File: src/rtl/laser_beam_tx_if.sv
// laser_beam_tx_if: enable/detector inputs and emitter/status outputs
// of the laser gate transmitter. master = transmitter, slave = user.
interface laser_beam_tx_if;
    logic       en;
    logic       laser_detector;
    logic       laser_drive;
    logic       frame_ok;
    logic       beam_broken;
    logic       break_pulse;
    logic [3:0] miss_count;

    modport master (
        input  en,
        input  laser_detector,
        output laser_drive,
        output frame_ok,
        output beam_broken,
        output break_pulse,
        output miss_count
    );

    modport slave (
        output en,
        output laser_detector,
        input  laser_drive,
        input  frame_ok,
        input  beam_broken,
        input  break_pulse,
        input  miss_count
    );
endinterface

File: src/rtl/laser_beam_tx.sv
// laser_beam_tx: framed carrier emitter with synchronous detection.
// Ports: master_clk, rs_n (async active-low), bus (laser_beam_tx_if.master).
module laser_beam_tx #(
    parameter int CARRIER_DIV  = 1250,
    parameter int BURST_CYCLES = 8,
    parameter int GAP_CYCLES   = 8,
    parameter int HIT_MIN      = 6,
    parameter int AMB_MAX      = 2,
    parameter int MISS_LIMIT   = 3
) (
    input  logic               master_clk,
    input  logic               rs_n,
    laser_beam_tx_if.master    bus
);

    typedef enum logic [1:0] {
        IDLE,
        BURST,
        GAP,
        EVAL
    } state_t;

    localparam logic [15:0] DIV_LAST = 16'(CARRIER_DIV - 1);
    localparam logic [15:0] DIV_MID  = 16'(CARRIER_DIV / 2);
    localparam logic [7:0]  B_LAST   = 8'(2 * BURST_CYCLES - 1);
    localparam logic [7:0]  G_LAST   = 8'(2 * GAP_CYCLES - 1);
    localparam logic [7:0]  HIT_TH   = 8'(HIT_MIN);
    localparam logic [7:0]  AMB_TH   = 8'(AMB_MAX);
    localparam logic [3:0]  MISS_LIM = 4'(MISS_LIMIT);

    state_t      state;
    state_t      state_nxt;
    logic [15:0] div_cnt;
    logic [7:0]  half_cnt;
    logic [7:0]  hit_cnt;
    logic [7:0]  amb_cnt;
    logic        drive;
    logic        det_m;
    logic        det_s;
    logic        ok_q;
    logic        brk_q;
    logic        broken_q;
    logic [3:0]  miss_q;

    logic        wrap;
    logic        mid;
    logic        to_eval;
    logic        good;
    logic [3:0]  miss_inc;
    logic        running;

    assign wrap     = (div_cnt == DIV_LAST);
    assign mid      = (div_cnt == DIV_MID);
    assign good     = (hit_cnt >= HIT_TH) && (amb_cnt <= AMB_TH);
    assign miss_inc = (miss_q == MISS_LIM) ? miss_q : miss_q + 4'd1;
    assign running  = (state == BURST) || (state == GAP);

    always_ff @(posedge master_clk or negedge rs_n) begin
        if (!rs_n) begin
            state <= IDLE;
        end else begin
            state <= state_nxt;
        end
    end

    always_comb begin
        state_nxt = state;
        to_eval   = 1'b0;
        unique case (state)
            IDLE: begin
                if (bus.en) state_nxt = BURST;
            end
            BURST: begin
                if (!bus.en)
                    state_nxt = IDLE;
                else if (wrap && half_cnt == B_LAST)
                    state_nxt = GAP;
            end
            GAP: begin
                if (!bus.en) begin
                    state_nxt = IDLE;
                end else if (wrap && half_cnt == G_LAST) begin
                    state_nxt = EVAL;
                    to_eval   = 1'b1;
                end
            end
            EVAL: begin
                state_nxt = bus.en ? BURST : IDLE;
            end
            default: state_nxt = IDLE;
        endcase
    end

    // Frame verdict is registered on entry to EVAL, so the pulses and
    // the updated miss/broken levels all appear in the EVAL cycle.
    always_ff @(posedge master_clk or negedge rs_n) begin
        if (!rs_n) begin
            div_cnt  <= '0;
            half_cnt <= '0;
            hit_cnt  <= '0;
            amb_cnt  <= '0;
            drive    <= 1'b0;
            det_m    <= 1'b0;
            det_s    <= 1'b0;
            ok_q     <= 1'b0;
            brk_q    <= 1'b0;
            broken_q <= 1'b0;
            miss_q   <= '0;
        end else begin
            det_m <= bus.laser_detector;
            det_s <= det_m;
            ok_q  <= 1'b0;
            brk_q <= 1'b0;
            if (state_nxt == IDLE) begin
                div_cnt  <= '0;
                half_cnt <= '0;
                hit_cnt  <= '0;
                amb_cnt  <= '0;
                drive    <= 1'b0;
            end else if (!running) begin
                div_cnt  <= '0;
                half_cnt <= '0;
                hit_cnt  <= '0;
                amb_cnt  <= '0;
                drive    <= 1'b1;
            end else begin
                div_cnt <= wrap ? '0 : div_cnt + 16'd1;
                if (wrap)
                    half_cnt <= (state_nxt != state) ? '0
                                : half_cnt + 8'd1;
                if (state_nxt == BURST)
                    drive <= wrap ? ~drive : drive;
                else
                    drive <= 1'b0;
                if (state == BURST && mid && drive && det_s
                    && hit_cnt != 8'hFF)
                    hit_cnt <= hit_cnt + 8'd1;
                if (state == GAP && mid && det_s
                    && amb_cnt != 8'hFF)
                    amb_cnt <= amb_cnt + 8'd1;
            end
            if (to_eval) begin
                if (good) begin
                    ok_q     <= 1'b1;
                    miss_q   <= '0;
                    broken_q <= 1'b0;
                end else begin
                    miss_q <= miss_inc;
                    if (miss_inc == MISS_LIM && !broken_q) begin
                        broken_q <= 1'b1;
                        brk_q    <= 1'b1;
                    end
                end
            end
        end
    end

    assign bus.laser_drive = drive;
    assign bus.frame_ok    = ok_q;
    assign bus.break_pulse = brk_q;
    assign bus.beam_broken = broken_q;
    assign bus.miss_count  = miss_q;

endmodule

File: src/flat_wrapper.sv
// flat-port wrapper written by rule: the top's interface ports become plain ports
module laser_beam_tx_flat 
#(
    parameter int CARRIER_DIV  = 1250,
    parameter int BURST_CYCLES = 8,
    parameter int GAP_CYCLES   = 8,
    parameter int HIT_MIN      = 6,
    parameter int AMB_MAX      = 2,
    parameter int MISS_LIMIT   = 3
)
  (master_clk, rs_n, bus_en, bus_laser_detector, bus_laser_drive, bus_frame_ok, bus_beam_broken, bus_break_pulse, bus_miss_count);
  laser_beam_tx_if bus_i ();
  input  logic master_clk;
  input  logic rs_n;
  input wire logic [$bits(bus_i.en)-1:0] bus_en;
  input wire logic [$bits(bus_i.laser_detector)-1:0] bus_laser_detector;
  output wire logic [$bits(bus_i.laser_drive)-1:0] bus_laser_drive;
  output wire logic [$bits(bus_i.frame_ok)-1:0] bus_frame_ok;
  output wire logic [$bits(bus_i.beam_broken)-1:0] bus_beam_broken;
  output wire logic [$bits(bus_i.break_pulse)-1:0] bus_break_pulse;
  output wire logic [$bits(bus_i.miss_count)-1:0] bus_miss_count;
  assign bus_i.en = bus_en;
  assign bus_i.laser_detector = bus_laser_detector;
  assign bus_laser_drive = bus_i.laser_drive;
  assign bus_frame_ok = bus_i.frame_ok;
  assign bus_beam_broken = bus_i.beam_broken;
  assign bus_break_pulse = bus_i.break_pulse;
  assign bus_miss_count = bus_i.miss_count;
  laser_beam_tx #(.CARRIER_DIV(CARRIER_DIV), .BURST_CYCLES(BURST_CYCLES), .GAP_CYCLES(GAP_CYCLES), .HIT_MIN(HIT_MIN), .AMB_MAX(AMB_MAX), .MISS_LIMIT(MISS_LIMIT)) u_core (.master_clk(master_clk), .rs_n(rs_n), .bus(bus_i));
endmodule
File: config.mk
export PLATFORM = sky130hd
export DESIGN_NAME = laser_beam_tx_flat
export DESIGN_NICKNAME = d
export VERILOG_FILES = /design/src/rtl/laser_beam_tx_if.sv /design/src/rtl/laser_beam_tx.sv /design/src/flat_wrapper.sv
export SDC_FILE = /design/constraint.sdc
export NUM_CORES = 1
export LEC_CHECK = 0
export ABC_AREA = 1
export ABC_CLOCK_PERIOD_IN_PS = 2100
export CAP_MARGIN = 20
export CORE_MARGIN = 1
export CORE_UTILIZATION = 55
export DETAILED_ROUTE_END_ITERATION = 8
export PLACE_DENSITY = 0.83
export SYNTH_ARGS = -nofsm -noshare
export SYNTH_HDL_FRONTEND = slang
export SYNTH_SLANG_ARGS = --single-unit
File: constraint.sdc
create_clock -name master_clk -period 2.1 [get_ports master_clk]
set_clock_uncertainty 0.2 [all_clocks]
set_input_delay 0.21 -clock master_clk [delete_from_list [all_inputs] [get_ports master_clk]]
set_output_delay 0.21 -clock master_clk [all_outputs]
set_load 0.005 [all_outputs]
==> metrics.cfg <==
[status]
status = complete, but fails checks
violations = negative setup slack

[route]
met3_length_um = 247
routedWlPerCell_um = 13.9
top_layer = met4
drtIter0Drc = 158
detail_route.vias_per_cell = 5.37
first_pass_iters = 4
vias = 2638
m1WireLength_um = 3000
routed_wl_um = 6810
wl_met2_um = 3360
drc = 0
drtAntennaViolNets = 0

[clock_network]
cts_sinks = 52
clock_path_buffers = 2
path_clk_slew_ns = 0.10
root_buffer = clkbuf_8
htree_levels = 2
clk_latency_ns = 0.31
cts_buffers = 5
cts_tree = built

[floorplan]
num_rows = 26
die_area_mm2 = 0.00584
die_w_um = 76.4
ios = 12
coreArea_mm2 = 0.00520
die_h_um = 76.4
initial_core_util_pct = 58.5

[final_layout]
fin_nets = 436
n_antenna_cell = 0
fin_util_pct = 69.8
drive_above_1_share_pct = 20.4
design_area_mm2 = 0.00363
area_delta_synth_final_pct = 19.2
stdcell_count = 491

[worst_setup_path]
arrival_ns = 2.15
required_ns = 2.11
crit_path_frequent_cell = nor2_4
crit_fanout = 5
cpMaxStageDelayCell = dfrtp_1
endpoint_kind = register
criticalPathCategory = register to register
slowest_delay_ns = 0.39
critPathLaunchType = register
path_cells = inv_1, ha_1, inv_1, nor2_1, nand2_1, nor2_4, nand2_2, nor2_4, nand2_2, nor2_4, inv_4, nor2_4, xor2_1, nor2_1

[sta]
setup_viol = 1
rsz0062_at_grt = yes
timing.fmax_mhz = 467
worst_slew_pin_slew_ns = 0.380
fin_crit_ns = 2.14
maxSlewViolCount = 0
slew_headroom_pct = 74.5
fin_setup_tns_ns = -0.0402
finalCritPeriodShare_pct = 102
hold_viol = 0
fin_ws_ns = -0.0402

[power_and_ir_drop]
cellPowerDensity_mw_per_mm2 = 715
p_leak_uw = 0.00162
peakVddDrop_uv = 518

[yosys]
synth_top_area_share_pct = 42.7
synth_top_cells_by_count = 87 x nand2_1, 61 x nor2_1, 52 x dfrtp_1
ys_seq_area_share_pct = 42.7
synth.most_common_cell = nand2_1
mappedNetlistNets = 399
synth.distinct_cells = 38
synth_area_leaders = dfrtp_1 43%, nand2_1 11%, nor2_1 7.5%, ha_1 4.9%, inv_1 4.6%
yosysWarnings = 0
synthFlopType = dfrtp_1
synth_edf_count = 0
syn_avg_cell_area_um2 = 7.95
synth-seq-cells = 52
syn_inst = 383
syn-cell-area_mm2 = 0.00305
yosysTopAreaCell = dfrtp_1
async_flop_share_pct = 100

[global_routing]
grt_pass1_vias = 2591
grt_pass1_wl_um = 11200
antenna_found_initial = 0
gr-total-overflow = 0
grt_use_total_pct = 24.0
grt_max_degree = 30

[place]
io_buffers = 11
post-place-cells = 475
globalplace.congestion = 0.960
dpl-instance-area_mm2 = 0.00332
hpwl_um = 4530

[job]
maxCapViolations = 0

[worst_hold_path]
hold_class = primary input to register

==> cell usage in the layout (no fill, tap or decap), drive strengths merged <==
master,n
inv,42
o21bai,1
clkinvlp,1
dfrtp,52
nor4b,1
nand4,8
nand3,29
xor2,15
nor3,13
o31ai,2
nor2,73
xnor2,3
a21oi,5
dlygate4sd3,1
o21a,1
nor4,2
clkdlybuf4s50,10
ha,12
bufinv,1
a21o,1
clkinv,2
clkbuf,5
or2,3
nand2,98
a31o,1
o21ai,13
nor3b,4
buf,20
and3,1
a2111o,1
==> worst paths after layout <==
kind	end	cells after the start	startpoint	slack, ns
max in group asynchronous	u_core.half_cnt[4]	3	rs_n	1.17
worst max-delay path	u_core.amb_cnt[5]	14	u_core.div_cnt[1]	-0.04
worst min register to register	u_core.det_s	0	u_core.det_m	0.16
worst max register to register	u_core.amb_cnt[5]	14	u_core.div_cnt[1]	-0.04
worst min-delay path	u_core.det_m	1	bus_laser_detector	0.14
min in group asynchronous	u_core.bus.miss_count[2]	3	rs_n	0.20
==> per-layer routing <==
layer / vias to the layer above / GRT usage [%]
li1: 1296 / -
met1: 1262 / 28.0
met2: 60 / 42.3
met3: 20 / 4.55
met4: 0 / 11.5
met5: - / 0
==> stage by stage <==
step	worst slack (ns)	hold WS, ns	power [uW]
2_1_floorplan	0.160	-0.286	1550
3_3_place_gp	0.0575	0.0167	1690
3_5_place_dp	-0.0323	0.0244	1710
4_1_cts	-0.0221	0.138	2460
5_1_grt	-0.140	0.144	2720
6_report	-0.0402	0.140	2600
==> where the power goes <==
group,switching (uW),total [uW],internal (uW)
logic,550,827,276
clock network,345,698,353
registers,38.5,1070,1030
total,934,2600,1660
==> worst max-delay path: cells and delay by family (launching register included) <==
kind,cells,cell delay (ns)
xor+xnor,1,0.19
simple gates,9,0.94
fa+ha+maj,1,0.13
buf+inv,3,0.18
flops,1,0.39
==> final cells by class <==
cell class / instances / area (um^2)
multi-input cells: 287 / 1700
fillers: 406 / 1570
flip-flops and latches: 52 / 1300
repair buffers: 31 / 262
inverters: 43 / 170
well taps: 70 / 87.6
clock buffers: 5 / 68.8
clock inverters: 3 / 42.5
==> timing repair <==
| item | CTS | global route |
|---|---|---|
| endpoints found under the hold margin | 52 | 0 |
| setup buffers | 1 | 4 |
| pin swaps | 4 | 19 |
| setup endpoints to repair | 17 | 40 |
| hold buffers | 1 | 0 |
| gates cloned | 0 | 2 |
| gates resized for setup | 10 | 26 |
==> sequential cells by signal (all words and copies together) (netlist names) <==
signal	count
u_core.bus.miss_count	4
u_core.div_cnt	16
u_core.amb_cnt	8
u_core.hit_cnt	8
u_core.state	2
u_core.det_s	1
u_core.bus.frame_ok	1
u_core.bus.laser_drive	1
u_core.half_cnt	8
u_core.det_m	1
u_core.bus.break_pulse	1
u_core.bus.beam_broken	1
==> kinds of logic after synthesis <==
family | count (synthesis) | share of synthesized area [%]
DFF | 52 | 42.7
xor gates and xnor gates | 18 | 5.17
buffers and inverters | 46 | 6.32
and+or+nand+nor | 230 | 36.0
adders and majority gates | 12 | 4.93
AOI/OAI and AO/OA | 25 | 4.85
Note: power is estimated with default switching activity, not from simulation.
